--- src/rtl/ddr_pkg.sv ---
// rtl/ddr_pkg.sv - shared FSM states and MCB command constants for the DDR burst writer
package ddr_pkg;

  typedef enum logic [2:0] {
    ST_IDLE,
    ST_WAIT_DATA,
    ST_WRITE,
    ST_CMD,
    ST_FLUSH,
    ST_DONE
  } wr_state_t;

  localparam logic [2:0] MCB_INSTR_WRITE = 3'b000;
  localparam logic [2:0] MCB_INSTR_READ  = 3'b001;

endpackage

--- src/rtl/ddr_wr_addr_gen.sv ---
// rtl/ddr_wr_addr_gen.sv - region offset tracking, wrap/end detection and next write address
module ddr_wr_addr_gen #(
  parameter int ADDR_W = 30
) (
  input  logic              ddr_usrclk,
  input  logic              ddr_usrreset,
  input  logic              clr,
  input  logic              adv,
  input  logic              ring_mode_i,
  input  logic [ADDR_W-1:0] inc,
  input  logic [ADDR_W-1:0] base_addr_i,
  input  logic [ADDR_W-1:0] limit_bytes_i,
  output logic              at_end,
  output logic              wrapped_o,
  output logic [ADDR_W-1:0] next_addr_o
);

  logic [ADDR_W-1:0] offset;
  logic [ADDR_W:0]   sum;
  logic [ADDR_W:0]   region;

  // one extra bit so a zero limit can stand for the full 2^ADDR_W space
  assign sum         = {1'b0, offset} + {1'b0, inc};
  assign region      = {(limit_bytes_i == '0), limit_bytes_i};
  assign at_end      = (sum == region);
  assign next_addr_o = base_addr_i + offset;

  always_ff @(posedge ddr_usrclk or posedge ddr_usrreset) begin
    if (ddr_usrreset) begin
      offset    <= '0;
      wrapped_o <= 1'b0;
    end else if (clr) begin
      offset    <= '0;
      wrapped_o <= 1'b0;
    end else if (adv) begin
      if (at_end && ring_mode_i) begin
        offset    <= '0;
        wrapped_o <= 1'b1;
      end else begin
        offset <= sum[ADDR_W-1:0];
      end
    end
  end

endmodule

--- src/rtl/ddr_burst_writer.sv ---
// rtl/ddr_burst_writer.sv - streams a FWFT source FIFO into MCB write bursts over a ring/one-shot region
// Optional statistics counters are built when DDRWR_STATS_EN is defined.
module ddr_burst_writer import ddr_pkg::*; #(
  parameter int DATA_W    = 32,
  parameter int BURST_LEN = 64,
  parameter int ADDR_W    = 30
) (
  input  logic                ddr_usrclk,
  input  logic                ddr_usrreset,
  input  logic                start_i,
  input  logic                stop_i,
  input  logic                ring_mode_i,
  input  logic [ADDR_W-1:0]   base_addr_i,
  input  logic [ADDR_W-1:0]   limit_bytes_i,
  input  logic [DATA_W-1:0]   src_dout_i,
  input  logic                src_empty_i,
  input  logic                src_has_burst_i,
  output logic                src_rd_en_o,
  output logic                mcb_wr_en_o,
  output logic [DATA_W-1:0]   mcb_wr_data_o,
  output logic [DATA_W/8-1:0] mcb_wr_mask_o,
  input  logic                mcb_wr_full_i,
  output logic                mcb_cmd_en_o,
  output logic [2:0]          mcb_cmd_instr_o,
  output logic [5:0]          mcb_cmd_bl_o,
  output logic [ADDR_W-1:0]   mcb_cmd_byte_addr_o,
  input  logic                mcb_cmd_full_i,
  output logic                busy_o,
  output logic                done_o,
  output logic                wrapped_o,
  output logic [ADDR_W-1:0]   next_addr_o,
  output logic [31:0]         burst_cnt_o,
  output logic [31:0]         stall_cnt_o
);

  localparam int CNT_W = $clog2(BURST_LEN + 1);

  wr_state_t         state, state_nxt;
  logic [CNT_W-1:0]  words;
  logic              stop_pend;
  logic              flushing;
  logic              done_q;
  logic              wr_fire;
  logic              cmd_fire;
  logic              at_end;
  logic              start_ok;
  logic [ADDR_W-1:0] inc;

  assign start_ok = (state == ST_IDLE) && start_i;
  assign wr_fire  = ((state == ST_WRITE) || (state == ST_FLUSH)) && !mcb_wr_full_i &&
                    !src_empty_i && (words < CNT_W'(BURST_LEN));
  assign cmd_fire = (state == ST_CMD) && !mcb_cmd_full_i;
  assign inc      = ADDR_W'(words) * ADDR_W'(DATA_W / 8);

  assign src_rd_en_o         = wr_fire;
  assign mcb_wr_en_o         = wr_fire;
  assign mcb_wr_data_o       = wr_fire ? src_dout_i : '0;
  assign mcb_wr_mask_o       = '0;
  assign mcb_cmd_instr_o     = MCB_INSTR_WRITE;
  assign mcb_cmd_en_o        = cmd_fire;
  assign mcb_cmd_bl_o        = (state == ST_CMD) ? 6'(words - CNT_W'(1)) : '0;
  assign mcb_cmd_byte_addr_o = (state == ST_CMD) ? next_addr_o : '0;
  assign busy_o              = (state != ST_IDLE);
  assign done_o              = done_q;

  ddr_wr_addr_gen #(.ADDR_W(ADDR_W)) u_addr_gen (
    .ddr_usrclk    (ddr_usrclk),
    .ddr_usrreset  (ddr_usrreset),
    .clr           (start_ok),
    .adv           (cmd_fire),
    .ring_mode_i   (ring_mode_i),
    .inc           (inc),
    .base_addr_i   (base_addr_i),
    .limit_bytes_i (limit_bytes_i),
    .at_end        (at_end),
    .wrapped_o     (wrapped_o),
    .next_addr_o   (next_addr_o)
  );

  always_comb begin
    state_nxt = state;
    case (state)
      ST_IDLE:      if (start_i) state_nxt = ST_WAIT_DATA;
      ST_WAIT_DATA: begin
        if (stop_i)                                  state_nxt = ST_FLUSH;
        else if (src_has_burst_i && !mcb_wr_full_i)  state_nxt = ST_WRITE;
      end
      ST_WRITE:     if (wr_fire && (words == CNT_W'(BURST_LEN - 1))) state_nxt = ST_CMD;
      ST_FLUSH: begin
        if ((words == CNT_W'(BURST_LEN)) || src_empty_i)
          state_nxt = (words == '0) ? ST_DONE : ST_CMD;
      end
      ST_CMD: begin
        // a flush burst always ends the capture; otherwise a pending stop drains the remainder
        if (cmd_fire) begin
          if (flushing || (at_end && !ring_mode_i)) state_nxt = ST_DONE;
          else if (stop_pend || stop_i)             state_nxt = ST_FLUSH;
          else                                      state_nxt = ST_WAIT_DATA;
        end
      end
      ST_DONE:      state_nxt = ST_IDLE;
      default:      state_nxt = ST_IDLE;
    endcase
  end

  always_ff @(posedge ddr_usrclk or posedge ddr_usrreset) begin
    if (ddr_usrreset) begin
      state     <= ST_IDLE;
      words     <= '0;
      stop_pend <= 1'b0;
      flushing  <= 1'b0;
      done_q    <= 1'b0;
    end else begin
      state <= state_nxt;
      if (wr_fire)                            words <= words + CNT_W'(1);
      else if (cmd_fire || start_ok)          words <= '0;
      if (((state == ST_WRITE) || (state == ST_CMD)) && stop_i) stop_pend <= 1'b1;
      if ((state_nxt == ST_FLUSH) && (state != ST_FLUSH)) begin
        flushing  <= 1'b1;
        stop_pend <= 1'b0;
      end
      if (start_ok || (state == ST_DONE)) begin
        flushing  <= 1'b0;
        stop_pend <= 1'b0;
      end
      if (start_ok)              done_q <= 1'b0;
      else if (state == ST_DONE) done_q <= 1'b1;
    end
  end

`ifdef DDRWR_STATS_EN
  logic [31:0] burst_cnt;
  logic [31:0] stall_cnt;

  always_ff @(posedge ddr_usrclk or posedge ddr_usrreset) begin
    if (ddr_usrreset) begin
      burst_cnt <= '0;
      stall_cnt <= '0;
    end else if (start_ok) begin
      burst_cnt <= '0;
      stall_cnt <= '0;
    end else begin
      if (cmd_fire && (burst_cnt != '1)) burst_cnt <= burst_cnt + 32'd1;
      if ((state == ST_WRITE) && (src_empty_i || mcb_wr_full_i) && (stall_cnt != '1))
        stall_cnt <= stall_cnt + 32'd1;
    end
  end

  assign burst_cnt_o = burst_cnt;
  assign stall_cnt_o = stall_cnt;
`else
  assign burst_cnt_o = '0;
  assign stall_cnt_o = '0;
`endif

endmodule

--- config.mk ---
export PLATFORM = sky130hd
export DESIGN_NAME = ddr_burst_writer
export DESIGN_NICKNAME = d
export VERILOG_FILES = /design/src/rtl/ddr_pkg.sv /design/src/rtl/ddr_wr_addr_gen.sv /design/src/rtl/ddr_burst_writer.sv
export SDC_FILE = /design/constraint.sdc
export NUM_CORES = 1
export LEC_CHECK = 0
export ABC_AREA = 1
export CORE_UTILIZATION = 44
export DETAILED_ROUTE_END_ITERATION = 7
export GPL_ROUTABILITY_DRIVEN = 0
export HOLD_SLACK_MARGIN = 0.12
export PLACE_DENSITY_LB_ADDON = 0.3
export SLEW_MARGIN = 20
export SYNTH_ARGS = -nofsm -noshare
export SYNTH_HDL_FRONTEND = slang
export SYNTH_SLANG_ARGS = --single-unit
--- constraint.sdc ---
create_clock -name ddr_usrclk -period 5.45 [get_ports ddr_usrclk]
set_input_delay 1.635 -clock ddr_usrclk [delete_from_list [all_inputs] [get_ports ddr_usrclk]]
set_output_delay 1.635 -clock ddr_usrclk [all_outputs]
set_load 0.01 [all_outputs]
Word level (Yosys, flattened, before mapping)
Cells that the tools add are included.
{"block": "op_classes", "n_addsub": 4, "n_mul": 0, "div_mod_pow": 0, "n_lt_le_gt_ge": 1, "n_eq_ne": 10, "n_shift": 0, "mux": 28, "n_bitwise": 0, "reduce_logical": 33}
{"operator": "30-bit two-way mux", "n": 4}
{"operator": "32-bit two-way mux", "n": 1}
{"operator": "30-bit by 9-bit adder with 31-bit output", "n": 1}
{"operator": "31-bit equality test", "n": 1}
{"operator": "30-bit adder", "n": 1}
{"operator": "30-bit zero test", "n": 1}
{"operator": "3-bit two-way mux", "n": 9}
{"operator": "3-bit one-hot mux with 5 select lines", "n": 1}
{"operator": "7-bit two-way mux", "n": 2}
{"operator": "1-bit logical AND", "n": 11}
{"operator": "1-bit two-way mux", "n": 10}
{"operator": "2-bit nonzero test", "n": 5}
{"operator": "3-bit equality test, second input constant", "n": 3}
{"operator": "7-bit by 1-bit adder with 7-bit output, second input constant", "n": 1}
{"operator": "7-bit by 6-bit equality test with 1-bit output, second input constant", "n": 1}
{"operator": "7-bit equality test, second input constant", "n": 1}
{"operator": "7-bit zero test", "n": 1}
{"operator": "1-bit logical OR", "n": 7}
{"operator": "7-bit less-than comparator, second input constant", "n": 1}
{"operator": "3-bit by 2-bit equality test with 1-bit output, second input constant", "n": 2}
{"operator": "6-bit two-way mux", "n": 1}
{"operator": "3-bit nonzero test", "n": 2}
{"operator": "6-bit by 1-bit subtractor with 6-bit output, second input constant", "n": 1}
{"operator": "1-bit zero test", "n": 4}
{"operator": "other kinds (4)", "n": 4}
{"block": "totals", "ff_bits": 44, "latch_bits": 0, "ramBits": 0, "mem_bits_ro": 0, "in_bits": 101, "output_inout_bits": 175, "elab_cells": 83, "n_memories": 0}

Depth between registers and ports, before layout
{"block": "depth", "word_depth": 12, "ltp_mapped": 25, "ltp_nobuf": 25}

By module
A second synthesis with hierarchy kept.
{"block": "unflattened", "hier_cells": 1473, "area_unflattened_um2": 8419.3}
{"module": "ddr_wr_addr_gen", "instances": 1, "cells_each": 1135, "area_per_inst_um2": 6432.4}
{"module": "ddr_burst_writer", "instances": 1, "cells_each": 338, "area_per_inst_um2": 1986.9}

Worst setup path before layout
OpenSTA, ideal clock, no wires.
{"block": "synth_timing", "path_type": "in2out", "startpoint": "input base_addr_i[3]", "endpoint": "output mcb_cmd_byte_addr_o[26]", "t_arrival_ps": 3681, "t_required_ps": 3815, "setup_slack_ps": 134, "path_stages": 14, "path_buffers": 0, "cell_sequence": "ha_1 -> nand2_1 -> inv_1 -> nor2_1 -> inv_1 -> nand3_1 -> nand4_1 -> a21oi_1 -> o21ai_1 -> a21oi_1 -> o21ai_1 -> xor2_1 -> inv_1 -> nor2_1"}
{"block": "synth_via", "elab_chain_cells": 2}
{"element": "start: declaration", "line": "ddr_burst_writer.sv:13", "source": "input logic [ADDR_W-1:0] base_addr_i,"}
{"element": "30-bit adder", "line": "ddr_wr_addr_gen.sv:26", "source": "assign next_addr_o = base_addr_i + offset;"}
{"element": "via next_addr_o[26]", "line": "ddr_burst_writer.sv:31", "source": "output logic [ADDR_W-1:0] next_addr_o,"}
{"element": "30-bit two-way mux", "line": "ddr_burst_writer.sv:62", "source": "assign mcb_cmd_byte_addr_o = (state == ST_CMD) ? next_addr_o : '0;"}
{"element": "end: declaration", "line": "ddr_burst_writer.sv:26", "source": "output logic [ADDR_W-1:0] mcb_cmd_byte_addr_o,"}
The timed path passes the listed nets, and every way through them passes these cells.

Worst setup path after layout
{"block": "layout_timing", "startpoint": "input base_addr_i[25]", "endpoint": "output next_addr_o[28]"}
{"block": "layout_via", "elab_chain_cells": 1}
{"element": "30-bit adder", "line": "ddr_wr_addr_gen.sv:26"}
{"element": "end: declaration", "line": "ddr_burst_writer.sv:31"}
Every way passes these cells.

==> results by group <==
Floorplan
  • Die area: 14,800 µm²
  • Row cnt: 43
  • Initial core utilization: 0.452
  • IO Pins: 276
  • CORE AREA: 13,900 µm²
  • Die Height: 121 µm
  • Die X: 121 µm

STA
  • Slew @ Worst Pin: roughly 590 ps
  • Post-route worst setup slack: 75.5 ps
  • Tcrit/Tclk final: 0.986
  • Final Skew: approximately 6.6 ps
  • Final setup fails: 0
  • Crit path time final: 5370 ps
  • Final hold viol count: 0
  • RSZ-0062 raised after global routing: true
  • Worst slew margin: 0.607
  • Max Clock Freq: 186 MHz
  • Fin. max-slew vios: 0

Critical path
  • CP Launch Type: input port
  • Crit Path Class: input port to output pin
  • Max stage delay on crit path: between 400 and 500 ps
  • R2R Setup Slk: between 1500 and 2000 ps
  • WP data arrival: approximately 3700 ps
  • Req. time, crit path: 3820 ps
  • CP Max Fanout: 3
  • CP Cell Sequence: clkdlybuf4s50_1 > ha_4 > nand2_2 > nor3_4 > and2_4 > nand4_1 > nand2_1 > buf_4 > xor2_2 > buf_4 > dlygate4sd2_1
  • R2r endpoint: u_addr_gen.offset[7]$_DFFE_PP0P_
  • Reg2reg path depth: 19
  • Worst reg2reg path startpoint: words[0]$_DFFE_PP0P_
  • Slowest-stage cell, CP: clkdlybuf4s50_1
  • Most frequent CP cell: buf_4
  • Worst Setup End Kind: output pin

Synth
  • Ranking of synthesized cells by area: dfrtp_1 17%, nand2_1 15%, inv_1 11%
  • Synth Area in Adders: 0.0749
  • Post-synth top area cell: dfrtp_1
  • Post-Syn Area: 6280 µm²
  • Most common cell in the synthesized netlist: nand2_1
  • Synth top cells by count: 256 x nand2_1, 183 x inv_1, 162 x nor2_1, 119 x nand3_1, 75 x buf_4
  • Synth Area in Compound Gates: 0.0982
  • Syn Area/Cell: 5.78 µm²
  • Largest family of logic cells by synthesized area: simple AND/OR/NAND/NOR gates
  • Top-area cell type share of the netlist area: 0.167
  • Gate count of the mapped netlist: 1,087
  • Simple-Gate Fraction of Synth Area: 0.396
  • Main synth FF type: dfrtp_1
  • Mux contribution to synthesized area: 0
  • Yosys cell types: 44
  • Post-synth ARST share: 1.00
  • Synth Area in XOR/XNOR: 0.0470
  • FF+latch count, synth: 42
  • Sequential cell area fraction in the yosys report: 0.167
  • EDFF count, synth: 0
  • Ys Warns: 0

Pwr
  • Worst vdd ir: 0.000383 V
  • Pleak: between 4 and 5 nW
  • Pwr Density: 349 nW/µm²

CTS
  • Bufs on Longest Clock Path: 2
  • Worst-skew pair later-pin latency: 290 ps
  • Clock Tree Root: clkbuf_16
  • Hold bufs inserted after CTS: 0
  • Clk slew on worst S/H paths: 60 ps
  • Number of CTS-inserted buffers: 5
  • CTS tree: yes
  • Sink Count: 42
  • Max H-tree Level: 2

Routing
  • DRT antenna net count: 0
  • Post-DR wirelength/cell: 13.2 µm
  • WL met2: slightly below 10,000 µm
  • Routed length on met3: 1770 µm
  • Wire length on met1: 8290 µm
  • Top sig layer: met4
  • Final routed DRC violation total: 0
  • Pre-Repair DR Iteration Count: 5
  • Final WL: 20,500 µm
  • DR vias: 7,627
  • Vias per Instance: 4.93
  • Initial DRC Count: ~480

Hold path
  • Min-delay worst type: flop to flop
  • Hold depth: 2
  • WHS Endpoint: done_o$_DFFE_PP0N_
  • Min-delay src: done_o$_DFFE_PP0N_

Global routing
  • GRT Total Usage: 0.269
  • Total grt overflow: 0
  • First-pass GRT wire length: 31,700 µm
  • Antenna violations before repair: 0
  • Vias in the first global route: 6,838
  • Largest net degree at the start of global routing: 43

Final layout
  • # diodes: 0
  • Layout cell share with drive strength beyond 1: 0.154
  • Sequential cell area: 1050 µm²
  • Non-Filler Instances: approximately 1,500
  • FILL cells: 1,252
  • Area of the multi-input gates: about 4600 µm²
  • Synth-to-Final Area Change: 48.8%
  • Fin nets: between 1,500 and 2,000

Run status
  • Outcome: finished clean

Placement
  • Pre-CTS setup slack: -809 ps
  • Dpl hpwl: 15,600 µm
  • IO Port Bufs: just over 200
  • Placed insts: between 1,500 and 2,000

Run
  • Total of max-cap violations: 0
repair_timing:
| item | in CTS | in global routing |
|---|---|---|
| buffers inserted | 8 | 5 |
| pin swaps | 38 | 38 |
| setup endpoints to repair | 49 | 40 |
| resized for setup | 110 | 66 |
worst max-delay path, delay by kind of cell:
family / cells / cell delay (ps)
adder cells (fa/ha/maj): 1 / 320
AND/OR/NAND/NOR: 5 / 680
XOR/XNOR: 1 / 150
buffers and inverters: 4 / 950
per-stage QoR:
stage	hold WS (ps)	util	cell area, µm²	setup TNS, ps	total power, mW
floorplan	473	-	6540	0	1.74
global placement	465	0.631	8760	-22270	2.71
detailed placement	458	0.631	8760	-22800	2.75
CTS	488	0.659	9150	0	3.12
global route	525	0.673	9340	-160	3.54
finish	483	0.673	9340	0	3.26
state kept, by name, summed over array words and instances, names as in the netlist:
| name | cells |
|---|---|
| done_o | 1 |
| flushing | 1 |
| state | 3 |
| stop_pend | 1 |
| u_addr_gen.offset | 28 |
| u_addr_gen.wrapped_o | 1 |
| words | 7 |
worst max path at each step:
stage / start / endpoint / slack [ps] / cells after the start
after floorplan: base_addr_i[3] / mcb_cmd_byte_addr_o[26] / 130 / 14
after global placement: base_addr_i[3] / mcb_cmd_byte_addr_o[27] / -800 / 16
after detailed placement: base_addr_i[3] / mcb_cmd_byte_addr_o[27] / -810 / 16
after CTS: base_addr_i[15] / next_addr_o[29] / 5 / 12
after global routing: base_addr_i[25] / next_addr_o[28] / -50 / 11
final: base_addr_i[25] / next_addr_o[28] / 80 / 11
per-layer routing:
| layer | global-route usage | up-vias |
|---|---|---|
| met2 | 0.469 | 349 |
| li1 | - | 3850 |
| met4 | 0.0795 | 0 |
| met3 | 0.0390 | 39 |
| met1 | 0.339 | 3389 |
| met5 | 0 | - |
kinds of logic (layout without fill, tap and decap cells):
logic type / Yosys count / count (layout)
AO/OA/AOI/OAI: 106 / 106
XOR/XNOR: 32 / 32
adder cells (fa/ha/maj): 37 / 37
buffers and inverters: 281 / 491
flip-flops: 42 / 42
other: 1 / 71
AND/OR/NAND/NOR: 588 / 588
layout by cell type, fill, tap and decap left out, types with 3 or more instances in the layout:
cell / n
nand3_1: 118
nand3b_1: 4
buf_4: 91
conb_1: 71
xor2_2: 3
xnor2_1: 9
nor3_1: 4
a21oi_1: 28
nand4_1: 22
ha_4: 17
a21o_1: 3
nor2_2: 14
inv_1: 179
xor2_1: 12
xnor2_2: 7
nor2_1: 158
ha_1: 17
inv_2: 7
buf_2: 9
nand2_1: 246
a21oi_2: 14
dlygate4sd2_1: 23
o21a_1: 3
o21ai_1: 9
nand2_2: 12
a32o_1: 5
dfrtp_1: 42
clkdlybuf4s50_1: 155
clkbuf_2: 10
nand3_2: 3
o21ai_2: 4
o21ai_0: 25
clkbuf_16: 5
dlymetal6s2s_1: 6
cell type report:
| class | instances | share of cell area |
|---|---|---|
| Multi-Input combinational cell | 834 | 0.492 |
| Timing Repair Buffer | 295 | 0.280 |
| Sequential cell | 42 | 0.112 |
| Inverter | 188 | 0.0755 |
| Tap cell | 180 | 0.0241 |
| Clock buffer | 6 | 0.0149 |
| Clock inverter | 2 | 0.00134 |
where the power goes:
part / internal [mW] / leakage, nW / switching, mW
logic: 1.16 / 4.24 / 1.21
registers: 0.407 / 0.578 / 0.183
clock network: 0.181 / 0.0729 / 0.125
No activity file was read; power rests on OpenSTA's default activity.
